[src/rtl/exec_addx_seq.sv]
// Segmented multi-cycle ADD/SUB/ADC/SBB: one W_SEG-bit slice per cycle with a
// registered ripple carry, valid/ready on both sides, {V,S,Z,C} flags.
`timescale 1ns/1ps
module exec_addx_seq #(
  parameter int W_OPR   = 64,
  parameter int W_SEG   = 16,
  parameter int W_FLAGS = 4
) (
  input  logic               clk_i,
  input  logic               rst_n_i,
  input  logic               valid_i,
  output logic               ready_o,
  input  logic [W_OPR-1:0]   opr0_i,
  input  logic [W_OPR-1:0]   opr1_i,
  input  logic [1:0]         select_i,
  input  logic [W_FLAGS-1:0] flags_i,
  input  logic               flush_i,
  output logic               valid_o,
  input  logic               ready_i,
  output logic [W_OPR-1:0]   result_o,
  output logic [W_FLAGS-1:0] flags_o
);

  localparam int NSEG  = W_OPR / W_SEG;
  localparam int W_CNT = (NSEG > 1) ? $clog2(NSEG) : 1;
  localparam logic [W_CNT-1:0] LAST_SEG = W_CNT'(NSEG - 1);

  generate
    if (W_OPR % W_SEG != 0) begin : g_bad_seg
      $error("exec_addx_seq: W_OPR must be a multiple of W_SEG");
    end
    if (W_FLAGS < 4) begin : g_bad_flags
      $error("exec_addx_seq: W_FLAGS must hold {V,S,Z,C}");
    end
  endgenerate

  typedef enum logic [1:0] {
    IDLE = 2'd0,
    BUSY = 2'd1,
    DONE = 2'd2
  } state_t;

  state_t             state_reg;
  logic [W_CNT-1:0]   cnt_reg;
  logic               carry_reg;
  logic               zacc_reg;
  logic               sel0_reg;
  logic               b_msb_reg;
  logic [W_OPR-1:0]   a_reg;
  logic [W_OPR-1:0]   b_reg;
  logic [W_OPR-1:0]   result_reg;
  logic [W_FLAGS-1:0] flags_reg;
  logic               valid_reg;

  logic [W_SEG-1:0]   seg_a;
  logic [W_SEG-1:0]   seg_b;
  logic [W_SEG-1:0]   seg_sum;
  logic               seg_carry;
  logic               zacc_next;
  logic [W_FLAGS-1:0] flags_next;

  // Only the carry bit of the incoming flags takes part in the arithmetic.
  logic unused_flags;
  assign unused_flags = ^flags_i[W_FLAGS-1:1];

  assign seg_a = a_reg[cnt_reg*W_SEG +: W_SEG];
  assign seg_b = b_reg[cnt_reg*W_SEG +: W_SEG];
  assign {seg_carry, seg_sum} = {1'b0, seg_a} + {1'b0, seg_b} + {{W_SEG{1'b0}}, carry_reg};
  assign zacc_next = zacc_reg & (seg_sum == '0);

  // Overflow uses the original operand B sign; b_reg already holds ~B for SUB/SBB.
  always_comb begin
    flags_next    = '0;
    flags_next[0] = seg_carry;
    flags_next[1] = zacc_next;
    flags_next[2] = seg_sum[W_SEG-1];
    flags_next[3] = ~(a_reg[W_OPR-1] ^ b_msb_reg ^ sel0_reg)
                    & (a_reg[W_OPR-1] ^ seg_sum[W_SEG-1]);
  end

  always_ff @(posedge clk_i or negedge rst_n_i) begin
    if (!rst_n_i) begin
      state_reg  <= IDLE;
      cnt_reg    <= '0;
      carry_reg  <= 1'b0;
      zacc_reg   <= 1'b0;
      sel0_reg   <= 1'b0;
      b_msb_reg  <= 1'b0;
      a_reg      <= '0;
      b_reg      <= '0;
      result_reg <= '0;
      flags_reg  <= '0;
      valid_reg  <= 1'b0;
    end else if (flush_i) begin
      state_reg <= IDLE;
      valid_reg <= 1'b0;
    end else begin
      case (state_reg)
        IDLE: begin
          if (valid_i) begin
            a_reg     <= opr0_i;
            b_reg     <= select_i[0] ? ~opr1_i : opr1_i;
            sel0_reg  <= select_i[0];
            b_msb_reg <= opr1_i[W_OPR-1];
            carry_reg <= select_i[0] ^ (flags_i[0] & select_i[1]);
            zacc_reg  <= 1'b1;
            cnt_reg   <= '0;
            state_reg <= BUSY;
          end
        end
        BUSY: begin
          result_reg[cnt_reg*W_SEG +: W_SEG] <= seg_sum;
          carry_reg <= seg_carry;
          zacc_reg  <= zacc_next;
          if (cnt_reg == LAST_SEG) begin
            flags_reg <= flags_next;
            valid_reg <= 1'b1;
            state_reg <= DONE;
          end else begin
            cnt_reg <= cnt_reg + 1'b1;
          end
        end
        DONE: begin
          if (ready_i) begin
            valid_reg <= 1'b0;
            state_reg <= IDLE;
          end
        end
        default: begin
          valid_reg <= 1'b0;
          state_reg <= IDLE;
        end
      endcase
    end
  end

  assign ready_o  = (state_reg == IDLE);
  assign valid_o  = valid_reg;
  assign result_o = result_reg;
  assign flags_o  = flags_reg;

endmodule

[config.mk]
export PLATFORM = sky130hd
export DESIGN_NAME = exec_addx_seq
export DESIGN_NICKNAME = d
export VERILOG_FILES = /design/src/rtl/exec_addx_seq.sv
export SDC_FILE = /design/constraint.sdc
export NUM_CORES = 1
export LEC_CHECK = 0
export ABC_CLOCK_PERIOD_IN_PS = 5700
export CORE_MARGIN = 4
export CORE_UTILIZATION = 53
export CTS_BUF_LIST = sky130_fd_sc_hd__clkbuf_8
export DETAILED_ROUTE_END_ITERATION = 8
export GPL_TIMING_DRIVEN = 0
export PLACE_DENSITY_LB_ADDON = 0.2
export RECOVER_POWER = 100
export SKIP_CTS_REPAIR_TIMING = 1
export SYNTH_ARGS = -nofsm -noshare
export SYNTH_HDL_FRONTEND = slang
export SYNTH_SLANG_ARGS = --single-unit
[constraint.sdc]
create_clock -name clk_i -period 5.7 [get_ports clk_i]
set_input_delay 1.14 -clock clk_i [delete_from_list [all_inputs] [get_ports clk_i]]
set_output_delay 1.14 -clock clk_i [all_outputs]
set_load 0.005 [all_outputs]
* Yosys cells after proc, flatten, opt, wreduce, memory -nomap -nowiden *
Cells that the tools add are included.

storage, ports and cells
  register bits = 205
  latch bits = 0
  bits in writable memories = 0
  bits in read-only memories = 0
  input port bits = 139
  word-level logic and storage cells = 66
  memories = 0

operators by class
  $add $sub $neg = 4
  multipliers = 0
  divide/modulo/power cells = 0
  magnitude comparators = 0
  equality and inequality tests = 9
  shifts and indexed selects = 4
  muxes and demuxes = 18
  bitwise gates (word level) = 10
  reductions and logical operators = 10

operators with widths
  operator                                                 number
  variable part select 64 x 7 -> 16 bit                    2
  bitwise mux 64 bit                                       1
  2-to-1 mux 64 bit                                        1
  NOT 64 bit                                               1
  variable shift 16 x 34 -> 64 bit (first input constant)  1
  variable part select 16 x 34 -> 64 bit                   1
  negation 6 -> 34 bit                                     1
  adder 16 x 16 -> 17 bit                                  1
  adder 17 x 1 -> 17 bit                                   1
  logical NOT 16 bit                                       1
  AND reduction 3 bit                                      5
  2-to-1 mux 2 bit                                         6
  inequality test 3 bit (second input constant)            2
  one-hot mux 2 bit (3 select lines)                       1
  2-to-1 mux 1 bit                                         5
  equality test 2 bit (second input constant)              2
  inequality test 2 bit (second input constant)            2
  one-hot mux 1 bit (2 select lines)                       2
  one-hot mux 2 bit (2 select lines)                       1
  AND reduction 4 bit                                      1
  bitwise XOR 1 bit                                        4
  AND 1 bit                                                3
  inequality test 3 x 2 -> 1 bit (second input constant)   1
  one-hot mux 1 bit (3 select lines)                       1
  other kinds (7)                                          8

* Logic depth before layout (Yosys ltp) *
Gate-level depths: netlist of run 1.

  depth in word-level cells = 6
  depth in mapped cells = 14

* Least setup slack after synthesis of run 1 *
Ideal clock, no wire load.

  path type = register -> register
  from = register cnt_reg[0]
  to = register zacc_reg
  library setup time = 0.077 ns
  arrival time = 4.154 ns
  data required time = 5.623 ns
  slack = 1.469 ns
  stages on the path, launching flop included = 15
  buffers on the path = 2
  clock period less this slack = 4.231 ns
  cells stage by stage = dfrtp_1 clkbuf_1 buf_1 mux4_2 fa_1 inv_1 fa_1 nand2b_1 a21boi_0 or3_1 a21oi_1 or4b_1 nor4_2 nand4bb_1 a21oi_1

on the way
  word-level cells in the longest chain between the ends = 6
  elaborated cells between the ends (all ways) = 7

RTL lines
  item                                                      line    text
  start: declaration                                        44      logic [W_CNT-1:0] cnt_reg;
  start signal: assignment                                  120     cnt_reg <= cnt_reg + 1'b1;
  variable part select 64 x 7 -> 16 bit (on tied branches)  66, 67
  adder 16 x 16 -> 17 bit *                                 68      assign {seg_carry, seg_sum} = {1'b0, seg_a} + {1'b0, seg_b} + {{W_SEG{1'b0}}, carry_reg};
  adder 17 x 1 -> 17 bit *                                  68
  logical NOT 16 bit *                                      69      assign zacc_next = zacc_reg & (seg_sum == '0);
  AND 1 bit *                                               69
  one-hot mux 1 bit (2 select lines) *                      98      case (state_reg)
  end signal: assignment                                    114     zacc_reg <= zacc_next;
  end: declaration                                          46      logic zacc_reg;

Every way passes the cells marked *; elsewhere a longest branch is shown, timed or not.
A chain may end at the register's enable or synchronous reset.

* Worst setup path in the final report of run 1 *
  from = register cnt_reg[0]
  to = register flags_reg[1] (netlist: flags_o[1])

on the way
  word-level cells in the longest chain between the ends = 5
  elaborated cells between the ends (all ways) = 8

RTL lines
  item                                                      line    text
  variable part select 64 x 7 -> 16 bit (on tied branches)  66, 67
  adder 16 x 16 -> 17 bit                                   68
  adder 17 x 1 -> 17 bit                                    68
  logical NOT 16 bit                                        69
  AND 1 bit                                                 69
  end signal: assignment                                    116     flags_reg <= flags_next;
  end: declaration                                          52      logic [W_FLAGS-1:0] flags_reg;

Several ways; a longest one is shown, not always the timed one.

==> results.ini, run 1 <==
[status]
outcome = complete, but fails checks
violations = max-capacitance violations, max-slew violations

[critical_path]
slowest_stage = clkbuf_1
cp.depth = 14
critPathTopFamily = buffers and inverters
worstRegToRegCells = 14
crit_path_start_kind = register
cp.arrival_ps = 5470
critPathKind = register to register
crit_path_max_fanout = 10
crit_required_ps = 6070
critPathMaxStageDelay_ps = 730
rr_startpoint = cnt_reg[0]
r2r_end = flags_o[1]
path_cells = clkbuf_1, clkbuf_1, mux4_2, fa_1, inv_1, fa_1, nand2b_1, a21oi_1, o21ai_0, a21boi_0, a21o_2, xor2_1, nand4bb_1, o21ai_0
endpoint_kind = register
cp_num_buf_inv = 3
r2r_setup_slack_ps = 590

[sta]
skew_ps = 11.1
fin_crit_sh_pct = 89.6
tightest_slew_ps = 2540
fin_crit_ps = 5110
rsz0062_at_grt = false
finalHoldViolCount = 0
maxSlewHeadroom_pct = -69.1
max_freq_mhz = 196
fin_ws_ps = 595
maxSlewViolCount = 103
tns_ps = 0
setup_viol = 0

[pwr]
power.total_mw = 5.47
p_leak_nw = 5.45
power.density_nw_per_um2 = 431
ir_drop_mv = 0.224

[synth]
synthFlopType = dfrtp_1
synth_cell_types = 51
synth_seq_cells = 205
synth_edf_count = 0
synth_seq_area_share_pct = 52.9
synth-async-reset-ratio_pct = 100
synth_top_area_share_pct = 52.9
synthTopCellsByArea = dfrtp_1 53%, mux2_2 7.8%, mux4_2 7.4%
yosysTopAreaCell = dfrtp_1
synth.most_common_cell = dfrtp_1
yosysWarnings = 0
ys_top_cells_by_count = 205 x dfrtp_1, 81 x a21oi_1, 80 x nor2_1, 70 x xnor2_1, 67 x mux2_2
avgSynthCellArea_sq_um = 12.2
synth_nets = 958
netlist_area_sq_um = 9690
syn_inst = 796

[clock_network]
path_clk_slew_ps = 60
clk_latency_ps = 510
cts_root_buffer = clkbuf_8
h-tree-depth = 2
cts_sinks = 205
tritoncts = yes
clockBufferDepth = 3
cts_buffers = 35

[grt]
antenna_found_initial = 0
grt_first_pass_wirelength_um = 39500
grt_pass1_vias = 7417
grt_max_degree = 104
grt-ovfl-total = 0
grt_usage_pct = 24.8

[place]
dp_hpwl_um = 19000
io_buffers = 204
dp_cells = 1230
pre_cts_ws_ps = 621
place_congestion = 0.878

[cells_and_area]
stdcell_count = 1286
utilization_pct = 70.7
final_nets = 1200
fill_cells = 1330
layout-drive-gt1-share_pct = 15.0
register_area_sq_um = 5130
antenna_cells = 0
multi_input_area_sq_um = 4320
syn2layout_area_growth_pct = 31.1

[hold_path]
hold_start = result_o[23]
hp-class = register to register
worstHoldPathCells = 2
hold_end = result_o[23]

[routing]
drt-pass1-iter-count = 4
routed_wl_um = 25200
drc = 0
drt_iter0_drc = 343
postRouteAntennaNets = 0
wl_per_cell_um = 19.6
vias = 7129
viasPerCell = 5.54

[floorplanning]
num_rows = 49
pin_count = 209
die_x_um = 143
core_region_area_sq_um = 18000
start_util_pct = 53.9
die-area_sq_um = 20500
die_y_um = 143

[flow_run]
maxCapViolations = 1

[cells in the final DEF (no fill, tap or decap), types with 2 or more instances in the layout]
cell type and count:
dfrtp_1 205, clkdlybuf4s50_1 131, a21oi_1 81, nor2_1 80, dlygate4sd3_1 72, xnor2_1 70
mux2_2 67, a22o_1 52, clkbuf_1 45, clkbuf_8 43, mux4_2 32, nand2_1 32
inv_1 24, o21ai_0 21, ha_1 21, nand3_1 6, a21o_1 6, nor3_1 5
xor2_1 5, nor4_1 4, a22o_2 4, nand2b_1 3, and3_1 3, o211ai_1 3
clkinv_2 3, a21boi_0 2, a21o_2 2, or3_1 2, o31ai_1 2, mux2i_1 2
o21bai_1 2, fa_1 2
[cells by family (layout without fill, tap and decap cells)]
| kind of cell | after synthesis | in the layout | synth area share (%) |
|---|---|---|---|
| compound gates | 183 | 183 | 12.5 |
| buf+inv | 61 | 322 | 2.36 |
| simple gates | 148 | 148 | 6.83 |
| xor+xnor | 75 | 75 | 6.78 |
| mux | 101 | 101 | 15.4 |
| flops | 205 | 205 | 52.9 |
| fa+ha+maj | 23 | 23 | 3.12 |
[power by group]
| part | switching (mW) | internal [mW] | total [mW] | leakage, nW |
|---|---|---|---|---|
| combinational | 1.22 | 0.997 | 2.22 | 2.56 |
| sequential | 0.187 | 1.77 | 1.96 | 2.50 |
| clock | 0.573 | 0.720 | 1.29 | 0.383 |
| total | 1.98 | 3.49 | 5.47 | 5.45 |
[through the flow]
stage	area (sq um)	hold slack (ps)
after floorplan	9690	473
after global placement	12000	465
after detailed placement	12100	473
after CTS	12700	487
after global routing	12700	518
final	12700	487
[area by class of cell]
| class | instances | share of cell area [%] |
|---|---|---|
| Buffer | 46 | 1.36 |
| Multi-Input combinational cell | 530 | 34.0 |
| Tap cell | 229 | 2.26 |
| Inverter | 15 | 0.443 |
| Clock buffer | 43 | 4.66 |
| Clock inverter | 13 | 0.621 |
| Sequential cell | 205 | 40.4 |
| Timing Repair Buffer | 205 | 16.3 |
[worst max path at each step]
stage	startpoint	endpoint	slack, ps
final	cnt_reg[0]	flags_o[1]	590
after CTS	cnt_reg[0]	zacc_reg	620
after detailed placement	cnt_reg[0]	zacc_reg	620
after floorplan	cnt_reg[0]	zacc_reg	1470
after global placement	rst_n_i	b_reg[48]	-4970
after global routing	cnt_reg[0]	flags_o[1]	250
[metal layers]
| metal | track usage [%] | vias up | share of wire (%) |
|---|---|---|---|
| met2 | 42.1 | 258 | 50 |
| li1 | - | 3334 | - |
| met5 | 0 | - | 0 |
| met3 | 4.82 | 30 | 6.7 |
| met1 | 33.5 | 3507 | 42 |
| met4 | 5.65 | 0 | 1.4 |
[worst reg2reg max path, stage by stage (launching register included)]
cell	delay [ps]
dfrtp_1	400
clkbuf_1	500
clkbuf_1	740
mux4_2	680
fa_1	480
inv_1	100
fa_1	200
nand2b_1	140
a21oi_1	100
o21ai_0	360
a21boi_0	230
a21o_2	280
xor2_1	390
nand4bb_1	270
o21ai_0	110
Note: power is estimated with default switching activity, not from simulation.
==> run 2: changes to the inputs <==
--- a/config.mk
+++ b/config.mk
@@ -14,6 +14,7 @@
 export PLACE_DENSITY_LB_ADDON = 0.2
 export RECOVER_POWER = 100
 export SKIP_CTS_REPAIR_TIMING = 1
+export SLEW_MARGIN = 10
 export SYNTH_ARGS = -nofsm -noshare
 export SYNTH_HDL_FRONTEND = slang
 export SYNTH_SLANG_ARGS = --single-unit
==> results of run 2 <==
The final DEF is identical to that of run 1; final timing and power are the same.
